`src/rtl/time_keeper.sv`:
```
`default_nettype none
// ============================================================================
//  Module      : time_keeper
//  Description : BCD hours/minutes/seconds clock advanced by a slow, fully
//                asynchronous seconds clock (slowClk). slowClk is brought
//                into the clk domain through a SYNC_STAGES-deep flop chain.
//                A rising-edge detector on the synchronized level produces a
//                registered one-cycle tick, and each tick advances the time
//                by one second. A one-cycle load request replaces hours and
//                minutes and clears seconds. A load that fails validation
//                leaves the time unchanged and pulses load_err.
//
//  Optional    : define TWELVE_HOUR_EN for 12-hour mode. Hours run 01..12
//                and a pm output is added. Without the macro, hours run
//                00..23 and there is no pm port.
//
//  Parameters  : SYNC_STAGES  synchronizer depth on slowClk (legal 2..4)
//
//  Ports       : clk       in   system clock, rising-edge active
//                reset     in   asynchronous, active-high reset
//                slowClk   in   seconds clock, asynchronous to clk
//                load      in   one-cycle load request
//                load_hr   in   [7:0] BCD hours to load
//                load_min  in   [7:0] BCD minutes to load
//                sec       out  [7:0] BCD seconds 00..59
//                min       out  [7:0] BCD minutes 00..59
//                hr        out  [7:0] BCD hours
//                tick      out  one-cycle pulse per slowClk rising edge
//                load_err  out  one-cycle pulse when a load is rejected
//                pm        out  PM flag (TWELVE_HOUR_EN only)
//
//  Revision    : 1.0 - initial release
// ============================================================================
module time_keeper #(
    parameter int SYNC_STAGES = 2
) (
    input  logic       clk,
    input  logic       reset,
    input  logic       slowClk,
    input  logic       load,
    input  logic [7:0] load_hr,
    input  logic [7:0] load_min,
    output logic [7:0] sec,
    output logic [7:0] min,
    output logic [7:0] hr,
    output logic       tick,
`ifdef TWELVE_HOUR_EN
    output logic       load_err,
    output logic       pm
`else
    output logic       load_err
`endif
);

`ifdef TWELVE_HOUR_EN
    localparam logic [7:0] RESET_HR = 8'h12;
`else
    localparam logic [7:0] RESET_HR = 8'h00;
`endif

    // ------------------------------------------------------------------
    // BCD helpers
    // ------------------------------------------------------------------

    // Seconds/minutes increment, 59 wraps to 00.
    function automatic logic [7:0] inc_sixty(input logic [7:0] v);
        logic [7:0] r;
        if (v[3:0] == 4'd9) begin
            if (v[7:4] == 4'd5)
                r = 8'h00;
            else
                r = {v[7:4] + 4'd1, 4'd0};
        end else begin
            r = {v[7:4], v[3:0] + 4'd1};
        end
        return r;
    endfunction

`ifdef TWELVE_HOUR_EN
    // 12-hour increment: 12 wraps to 01, 09 carries to 10.
    function automatic logic [7:0] inc_hour(input logic [7:0] v);
        logic [7:0] r;
        if (v == 8'h12)
            r = 8'h01;
        else if (v[3:0] == 4'd9)
            r = {v[7:4] + 4'd1, 4'd0};
        else
            r = {v[7:4], v[3:0] + 4'd1};
        return r;
    endfunction

    function automatic logic hour_ok(input logic [7:0] v);
        return ((v[7:4] == 4'd0) && (v[3:0] >= 4'd1) && (v[3:0] <= 4'd9)) ||
               ((v[7:4] == 4'd1) && (v[3:0] <= 4'd2));
    endfunction
`else
    // 24-hour increment: 23 wraps to 00.
    function automatic logic [7:0] inc_hour(input logic [7:0] v);
        logic [7:0] r;
        if (v == 8'h23)
            r = 8'h00;
        else if (v[3:0] == 4'd9)
            r = {v[7:4] + 4'd1, 4'd0};
        else
            r = {v[7:4], v[3:0] + 4'd1};
        return r;
    endfunction

    function automatic logic hour_ok(input logic [7:0] v);
        return (v[3:0] <= 4'd9) &&
               ((v[7:4] < 4'd2) || ((v[7:4] == 4'd2) && (v[3:0] <= 4'd3)));
    endfunction
`endif

    function automatic logic minute_ok(input logic [7:0] v);
        return (v[7:4] <= 4'd5) && (v[3:0] <= 4'd9);
    endfunction

    // ------------------------------------------------------------------
    // slowClk synchronizer and rising-edge detector
    // ------------------------------------------------------------------
    logic [SYNC_STAGES-1:0] sync_chain;
    logic                   prev;
    logic                   synced;

    assign synced = sync_chain[SYNC_STAGES-1];

    // prev resets to 0 so that a slowClk held high across reset release
    // still yields exactly one tick once the level reaches the chain end.
    always_ff @(posedge clk or posedge reset) begin
        if (reset) begin
            sync_chain <= '0;
            prev       <= 1'b0;
            tick       <= 1'b0;
        end else begin
            sync_chain <= {sync_chain[SYNC_STAGES-2:0], slowClk};
            prev       <= synced;
            tick       <= synced & ~prev;
        end
    end

    // ------------------------------------------------------------------
    // Time datapath
    // ------------------------------------------------------------------
    logic       load_ok;
    logic       sec_wrap;
    logic       min_wrap;
    logic [7:0] sec_next;
    logic [7:0] min_next;
    logic [7:0] hr_next;

    assign load_ok  = minute_ok(load_min) && hour_ok(load_hr);
    assign sec_wrap = (sec == 8'h59);
    // Minutes only roll over together with a seconds wrap, so a full
    // carry updates all three fields in the same clock.
    assign min_wrap = sec_wrap && (min == 8'h59);
    assign sec_next = inc_sixty(sec);
    assign min_next = inc_sixty(min);
    assign hr_next  = inc_hour(hr);

    // A load wins over a tick seen in the same cycle; that second is
    // dropped rather than applied later. The tick output itself is
    // generated independently and is not affected.
    always_ff @(posedge clk or posedge reset) begin
        if (reset) begin
            sec      <= 8'h00;
            min      <= 8'h00;
            hr       <= RESET_HR;
            load_err <= 1'b0;
`ifdef TWELVE_HOUR_EN
            pm       <= 1'b0;
`endif
        end else begin
            load_err <= 1'b0;
            if (load) begin
                if (load_ok) begin
                    hr  <= load_hr;
                    min <= load_min;
                    sec <= 8'h00;
                end else begin
                    load_err <= 1'b1;
                end
            end else if (tick) begin
                sec <= sec_next;
                if (sec_wrap)
                    min <= min_next;
                if (min_wrap) begin
                    hr <= hr_next;
`ifdef TWELVE_HOUR_EN
                    // 11:59:59 -> 12:00:00 crosses noon/midnight.
                    if (hr == 8'h11)
                        pm <= ~pm;
`endif
                end
            end
        end
    end

endmodule
`default_nettype wire
```
`config.mk`:
```
export PLATFORM = sky130hd
export DESIGN_NAME = time_keeper
export DESIGN_NICKNAME = d
export VERILOG_FILES = /design/src/rtl/time_keeper.sv
export SDC_FILE = /design/constraint.sdc
export NUM_CORES = 1
export LEC_CHECK = 0
export BUFFER_PORTS_ARGS = -buffer_cell sky130_fd_sc_hd__buf_2
export CELL_PAD_IN_SITES_DETAIL_PLACEMENT = 0
export CELL_PAD_IN_SITES_GLOBAL_PLACEMENT = 1
export CORE_MARGIN = 10
export CORE_UTILIZATION = 43
export CTS_CLUSTER_SIZE = 40
export DETAILED_ROUTE_END_ITERATION = 10
export PLACE_DENSITY = 0.87
export SLEW_MARGIN = 20
export SYNTH_ARGS = -nofsm -noshare
export SYNTH_HDL_FRONTEND = slang
export SYNTH_SLANG_ARGS = --single-unit
```
`constraint.sdc`:
```
create_clock -name clk -period 2.6 [get_ports clk]
set_input_delay 0.13 -clock clk [delete_from_list [all_inputs] [get_ports clk]]
set_output_delay 0.13 -clock clk [all_outputs]
set_load 0.03 [all_outputs]
```
### Word-level counts from Yosys, hierarchy flattened

Index checks and enable logic that the tools add are counted.

| word-level totals | value |
|---|---|
| ROM bits | 0 |
| latch bits | 0 |
| memories | 0 |
| memory bits (writable) | 0 |
| bits in registers | 29 |
| input bits | 20 |

| cells by class | value |
|---|---|
| shifts and indexed selects | 0 |
| div/mod/pow operators | 0 |
| reductions and logical operators | 18 |
| order comparisons | 5 |
| equality and inequality tests | 10 |
| bitwise logic cells | 2 |
| multiplexer cells | 19 |
| add/sub/neg operators | 6 |
| multiply operators | 0 |

Operators by type and width:

| operator | count |
|---|---|
| 8-bit two-way mux | 17 |
| 4-bit by 1-bit adder with 4-bit output, second input constant | 6 |
| 8-bit by 7-bit equality test with 1-bit output, second input constant | 2 |
| 4-bit equality test, second input constant | 3 |
| 2-bit nonzero test | 5 |
| 3-bit AND reduction | 3 |
| 4-bit by 3-bit equality test with 1-bit output, second input constant | 2 |
| 8-bit by 6-bit equality test with 1-bit output, second input constant | 1 |
| 4-bit less-or-equal comparator, second input constant | 2 |
| 4-bit AND reduction | 2 |
| 1-bit logical AND | 5 |
| 4-bit by 2-bit equality test with 1-bit output, second input constant | 1 |
| 4-bit by 2-bit less-or-equal comparator with 1-bit output, second input constant | 1 |
| 4-bit by 3-bit less-or-equal comparator with 1-bit output, second input constant | 1 |
| 4-bit by 2-bit less-than comparator with 1-bit output, second input constant | 1 |
| 3-bit nonzero test | 1 |
| 1-bit two-way mux | 2 |
| 2-bit by 1-bit != test with 1-bit output, second input constant | 1 |
| 2-bit AND reduction | 1 |
| 1-bit bitwise AND | 1 |
| 1-bit logical OR | 1 |
| 1-bit inverter | 1 |

### Longest topological paths before layout

Gate-level depths: netlist of run 1.

| depth | value |
|---|---|
| depth after elaboration | 7 |
| mapped depth | 8 |
| gate-level depth less buffers | 7 |

### Worst setup path before layout of run 1

No wires, ideal clock.

| path | value |
|---|---|
| path kind | register to register |
| from | register sec[4] |
| to | register hr[0] |
| library setup time | 0.125 ns |
| arrival | 1.702 ns |
| cell stages (with the launch flop) | 7 |
| slack | 0.772 ns |
| cell sequence | dfrtp_1 -> ha_1 -> nand3b_1 -> nor2_1 -> a22o_4 -> o21ai_4 -> mux2_4 |

| on the way | value |
|---|---|
| word-level cells in the longest chain between the ends | 4 |

Ends and longest elaborated chain:

| element | RTL line | RTL |
|---|---|---|
| start: declaration | 43 | `output logic [7:0] sec,` |
| start signal: assignment | 184 | `sec <= sec_next;` |
| 8-bit by 7-bit equality test with 1-bit output | 153 | `assign sec_wrap = (sec == 8'h59);` |
| 1-bit logical AND | 156 | `assign min_wrap = sec_wrap && (min == 8'h59);` |
| 2-bit nonzero test (no line) | - |  |
| 3-bit AND reduction (no line) | - |  |
| end signal: assignment | 177 | `hr <= load_hr;` |
| end signal: assignment | 188 | `hr <= hr_next;` |
| end: declaration | 45 | `output logic [7:0] hr,` |

No other way between the ends.
A chain may end at the register's enable or synchronous reset.

### Final worst setup path of run 1

| path | value |
|---|---|
| from | register sec[4] |
| to | register hr[2] |

Same word-level chain as after synthesis.

==> results of run 1 <==
[registers in the layout (all words and copies together), names as in the netlist]
register,flops
sync_chain,2
sec,8
tick,1
load_err,1
hr,8
min,8
prev,1
[synth_stat cells, types with 2 or more instances]
master and count:
nand4_1 3, o22a_1 3, ha_1 8, nand3b_1 3
nand2_1 10, o31ai_1 3, nor3_1 8, and3b_1 2
dfrtp_1 29, nor4b_1 2, nor2_1 12, o21ai_0 14
nor3b_1 2, a2bb2oi_1 2, a22oi_1 2, nor2_2 2
a31oi_1 6, a21oi_1 21, inv_1 12, mux2_4 2
nor2b_1 5, xnor2_1 2, clkbuf_1 3, nand3_1 4
mux2i_1 2
[logic make-up after synthesis]
group / count (synthesis) / share of synthesized area [%]
multiplexers: 5 / 3.41
adder cells (fa/ha/maj): 8 / 5.58
buffers and inverters: 17 / 3.83
flip-flops: 29 / 40.4
AO/OA/AOI/OAI: 67 / 25.9
XOR/XNOR: 3 / 1.46
AND/OR/NAND/NOR: 61 / 19.4
[how the worst max path moves through the flow]
stage / startpoint / to / slack (ns) / cells past startpoint
finish: sec[4] / hr[2] / 0.67 / 6
global route: sec[5] / hr[2] / 0.53 / 7
CTS: sec[4] / hr[2] / 0.68 / 6
detailed placement: sec[4] / hr[2] / 0.70 / 6
global placement: min[1] / hr[2] / 0.74 / 5
floorplan: sec[4] / hr[0] / 0.77 / 6
[routing by layer]
layer	vias up	track usage (%)
li1	812	-
met1	763	16.9
met2	49	19.8
met3	2	4.54
met4	0	4.04
met5	-	0
[layout by cell type, fill, tap and decap left out, types with 2 or more instances in the layout]
cell and count:
a2bb2oi_1 2, nand3b_1 3, dlygate4sd3_1 2, xnor2_1 2, nor4b_1 2, nor2_1 12, nand4_1 3, mux2i_1 2
inv_1 12, nor2_2 2, a21oi_1 21, mux2_4 2, ha_1 8, buf_4 2, nor2b_1 5, nand3_1 4
dfrtp_1 29, nor3_1 8, and3b_1 2, buf_2 45, a22oi_1 2, nand2_1 10, nor3b_1 2, o22a_1 3
clkbuf_8 6, o31ai_1 3, o21ai_0 14, a31oi_1 6
[area by class of cell]
type | instances | area (sq um)
sequential | 29 | 726
inverter | 12 | 45.0
fill | 388 | 1850
multi-input combinational | 144 | 1000
timing repair buffer | 49 | 260
tap | 50 | 62.6
clock buffer | 7 | 86.3
[power breakdown]
group	total (mW)	switching, mW	internal (mW)
Sequential	0.657	0.124	0.532
Combinational	0.545	0.342	0.203
Clock	0.369	0.159	0.209
[timing repair]
action / CTS / global route
endpoints found under the setup margin: 0 / 0
gates resized for setup: 0 / 0
hold buffers: 2 / 0
endpoints found under the hold margin: 30 / 0
[per-stage QoR]
stage | util [%] | setup WS, ns | std cells | power (mW)
3_3_place_gp | 51.5 | 0.744 | 282 | 1.21
4_1_cts | 54.1 | 0.684 | 291 | 1.59
6_report | 54.1 | 0.674 | 291 | 1.57
5_1_grt | 54.1 | 0.534 | 291 | 1.68
3_5_place_dp | 51.5 | 0.697 | 282 | 1.21
2_1_floorplan | - | 0.772 | 190 | 1.03
==> flow_metrics.py, run 1 <==
metrics = {
    "logic_synthesis": {
        "async_flop_share_pct": 100,
        "synth_seq_cells": 29,
        "synth.distinct_cells": 53,
        "ys.flop_type": "dfrtp_1",
        "yosysSeqAreaShare_pct": 40.4,
        "syn_area_sq_um": 1800,
        "synth_area_per_cell_sq_um": 9.45,
        "synth_top_cell_area_share_pct": 40.4,
        "yosys.area.top_type": "dfrtp_1",
        "synth_edf_count": 0,
        "synth_nets": 218,
        "synth_area_leaders": "dfrtp_1, a21oi_1, ha_1",
        "syn_inst": 190,
        "yosysWarnings": 0,
    },
    "setup_path": {
        "worstSetupEndpointType": "register",
        "crit_family": "simple AND/OR/NAND/NOR gates",
        "r2r_slack_ns": 0.67,
        "required_ns": 2.76,
        "max_stage_delay_ns": 0.46,
        "rr_endpoint": "hr[2]",
        "crit_chain": "ha_1 -> nand3b_1 -> nor2_1 -> a22o_4 -> o21ai_4 -> mux2_4",
        "startpoint_type": "register",
        "path_buf_inv": 0,
        "critPathKind": "register to register",
        "path_max_fanout": 16,
        "crit_arrival_ns": 2.09,
        "reg2reg_from": "sec[4]",
        "cp_slowest_cell": "dfrtp_1",
        "ff2ff_path_depth": 6,
    },
    "sta": {
        "skew_ns": 0.00397,
        "finalHoldViolCount": 0,
        "setup_viol": 0,
        "setup_tns_ns": 0,
        "max_slew_margin_pct": 65.3,
        "slew_viol_final": 0,
        "period_minus_slack_ns": 1.93,
        "worst_hold_slack_ns": 0.136,
        "worst_slew_pin_slew_ns": 0.520,
        "rsz0062_at_grt": "no",
        "fmax_mhz": 519,
        "finalCritPeriodShare_pct": 74.1,
    },
    "grt": {
        "grt_overflow": 0,
        "grt_max_degree": 30,
        "grt_pass1_wl_microns": 7930,
        "antenna_found_initial": 0,
        "grt_usage_pct": 13.0,
        "grt_pass1_vias": 1641,
    },
    "place": {
        "place_area_sq_um": 2070,
        "post-dp-hpwl_microns": 3450,
        "place.gp.congestion": 0.842,
        "port_buffers": 45,
    },
    "clocking": {
        "cts_tree": "yes",
        "cts_buffers": 5,
        "h-tree-depth": 2,
        "clk-insertion-delay-late_ns": 0.27,
        "clock-sinks": 29,
        "cts_buffer_depth": 2,
        "postCtsSetupRepairBufs": 0,
        "cts-root-buf": "clkbuf_8",
        "path_clk_slew_ns": 0.06,
    },
    "drt": {
        "top_layer_used": "met4",
        "drc": 0,
        "drt_wl_total_microns": 4600,
        "vias": 1626,
        "met2_length_microns": 2170,
        "drtIter0Drc": 101,
        "drt-met1-wl_microns": 2140,
        "ant_nets": 0,
        "viasPerCell": 5.59,
        "wl_per_cell_microns": 15.8,
        "wl_met3_microns": 272,
        "firstDrtPassIters": 4,
    },
    "floorplanning": {
        "num_rows": 23,
        "ios": 46,
        "die_h_microns": 84.6,
        "die_area_sq_um": 7160,
        "die_x_microns": 84.6,
        "start_util_pct": 44.6,
        "fp.coreArea_sq_um": 4030,
    },
    "outcome": {
        "outcome": "finished, final reports clean",
    },
    "hold_path": {
        "hold_class": "input pin to register",
        "min_path_cells": 2,
        "min_to": "hr[3]",
        "min_from": "load_hr[3]",
    },
    "final_layout": {
        "fin_nets": 269,
        "finalInstanceArea_sq_um": 2180,
        "syn_to_final_growth_pct": 21.5,
        "layout-drive-gt1-share_pct": 26.6,
        "num_antenna_cells": 0,
    },
    "power": {
        "max-vdd-ir-drop_v": 0.000282,
        "p_leak_nw": 1.00,
        "p_per_area_nw_per_um2": 720,
    },
    "run": {
        "max-cap-violations": 0,
    },
}
No activity file was read; power rests on OpenSTA's default activity.
==> inputs of run 2 (changes only) <==
- CORE_UTILIZATION: 43 -> 36
- PLACE_DENSITY: 0.87 -> 0.78
- clock period: 2.6 -> 1.6 ns (I/O delays scaled with it)
==> run 2 against run 1 <==
Register-to-register slack worse by 0.66 ns. Count of clock-buffer cells in the layout is 1 higher. Combinational power is 120% higher. Core utilization is 1.5 points lower. Cell area is 15% higher. Critical path depth stayed put. Clock skew hardly changed. Sequential share of layout area is 4.1 points lower. Global-route usage is 0.51 points lower. Die area is 15% higher. Cell count is 16% higher. Hold slack worse by 0.058 ns. Highest routed layer unchanged.
==> flow_metrics.py, run 2 (synthesized netlist as in run 1, its figures left out) <==
metrics = {
    "clocking": {
        "cts-root-buf": "clkbuf_8",
        "cts_buffers": 5,
        "clk-insertion-delay-late_ns": 0.28,
        "path_clk_slew_ns": 0.06,
        "h-tree-depth": 2,
        "cts_tree": "yes",
        "clock-sinks": 29,
        "cts_buffer_depth": 2,
    },
    "grt": {
        "grt_pass1_vias": 1756,
        "grt_usage_pct": 12.5,
        "grt_overflow": 0,
        "antenna_found_initial": 0,
        "grt_pass1_wl_microns": 8680,
        "grt_max_degree": 30,
    },
    "place": {
        "place.gp.congestion": 0.811,
        "port_buffers": 45,
        "pre_cts_ws_ns": -0.0120,
        "post-dp-hpwl_microns": 3930,
    },
    "floorplanning": {
        "fp.coreArea_sq_um": 4790,
        "die_area_sq_um": 8210,
        "ios": 46,
        "start_util_pct": 37.5,
        "num_rows": 25,
        "die_x_microns": 90.6,
        "die_h_microns": 90.6,
    },
    "final_layout": {
        "layout_common_cells": "buf_2, buf_4, dfrtp_1",
        "regArea_sq_um": 736,
        "layout.cells.most_common": "buf_2",
        "reg_top3": "hr (8), min (8), sec (8)",
        "final_util_pct": 52.6,
        "nFillCells": 425,
        "layout-drive-gt1-share_pct": 42.6,
        "syn_to_final_growth_pct": 40.3,
        "num_antenna_cells": 0,
        "multi_input_area_sq_um": 1070,
        "fin_nets": 299,
    },
    "drt": {
        "viasPerCell": 5.24,
        "vias": 1775,
        "drtIter0Drc": 79,
        "drt_wl_total_microns": 5120,
        "drc": 0,
        "firstDrtPassIters": 4,
        "ant_nets": 0,
        "wl_per_cell_microns": 15.1,
    },
    "setup_path": {
        "r2r_slack_ns": 0.02,
        "cp-startpoint": "hr[0]",
        "crit_chain": "ha_4 -> nand3b_1 -> a21bo_2 -> a21o_4 -> a21oi_1 -> a31oi_1",
        "reg2reg_from": "hr[0]",
        "path_max_fanout": 8,
        "required_ns": 1.76,
        "max_stage_delay_ns": 0.47,
        "critPathKind": "register to register",
        "crit_arrival_ns": 1.74,
        "crit_family": "compound AO/OA/AOI/OAI gates",
        "startpoint_type": "register",
        "cp_slowest_cell": "dfrtp_2",
        "ff2ff_path_depth": 6,
        "path_buf_inv": 0,
        "rr_endpoint": "hr[5]",
        "worstSetupEndpointType": "register",
    },
    "sta": {
        "finalCritPeriodShare_pct": 98.9,
        "setup_slack_ns": 0.0169,
        "setup_viol": 0,
        "worst_slew_pin_slew_ns": 0.376,
        "setup_tns_ns": 0,
        "rsz0062_at_grt": "yes",
        "fmax_mhz": 632,
        "period_minus_slack_ns": 1.58,
        "skew_ns": 0.00408,
        "slew_viol_final": 0,
        "finalHoldViolCount": 0,
        "max_slew_margin_pct": 74.9,
    },
    "run": {
        "max-cap-violations": 0,
    },
    "hold_path": {
        "min_path_cells": 2,
        "hold_class": "input pin to register",
        "min_to": "hr[3]",
        "min_from": "load_hr[3]",
    },
    "power": {
        "p_per_area_nw_per_um2": 1110,
        "p_leak_nw": 1.14,
        "max-vdd-ir-drop_v": 0.000571,
    },
    "outcome": {
        "outcome": "finished, final reports clean",
    },
}
[run 2: cell count changes in the layout (fill, tap and decap cells not counted), moves of 2 or more]
cell	delta
o21ai_0	-2
buf_4	+29
dfrtp_1	-8
ha_1	-4
a21oi_1	-2
inv_2	+3
ha_4	+3
inv_1	-3
dfrtp_2	+8
a21oi_2	+2
[run 2: cell type report]
cell class,count,area share [%]
inverters,12,1.79
clock buffers,8,3.58
repair buffers,79,19.4
well taps,67,3.33
multi-input cells,144,42.7
flip-flops and latches,29,29.2
[run 2: power by group]
group | switching [mW] | leakage, nW | internal [mW]
clock | 0.277 | 0.0455 | 0.350
combinational | 0.706 | 0.751 | 0.482
sequential | 0.118 | 0.343 | 0.872
[run 2: worst max path at each step]
| stage | endpoint | slack (ns) | depth (start not counted) |
|---|---|---|---|
| 6_report | hr[5] | 0.02 | 6 |
| 5_1_grt | hr[4] | -0.04 | 6 |
| 4_1_cts | sec[6] | 0.008 | 6 |
| 3_5_place_dp | hr[5] | -0.01 | 7 |
| 3_3_place_gp | hr[7] | 0.04 | 6 |
| 2_1_floorplan | hr[0] | -0.08 | 7 |
[run 2: repair_timing]
action | in CTS | in global routing
gates resized for setup | 1 | 8
hold buffers | 2 | 0
endpoints found under the hold margin | 30 | 0
pin swaps | 0 | 5
setup endpoints to repair | 4 | 14
setup buffers | 0 | 2
gates cloned | 0 | 0
[run 2: layer usage]
layer	track usage [%]	vias to the layer above	part of all wire (%)
li1	-	878	-
met1	15.5	843	45
met2	19.9	47	48
met3	4.24	7	5.7
met4	3.98	0	1.3
met5	0	-	0
[run 2: metrics by stage]
| step | hold WS [ns] | area [sq um] | total power, mW | cells |
|---|---|---|---|---|
| 4_1_cts | 0.0660 | 2480 | 2.82 | 337 |
| 5_1_grt | 0.0821 | 2520 | 3.00 | 339 |
| 3_3_place_gp | 0.168 | 2360 | 2.17 | 327 |
| 3_5_place_dp | 0.167 | 2360 | 2.18 | 327 |
| 2_1_floorplan | 0.111 | 1850 | 1.72 | 190 |
| 6_report | 0.0774 | 2520 | 2.81 | 339 |
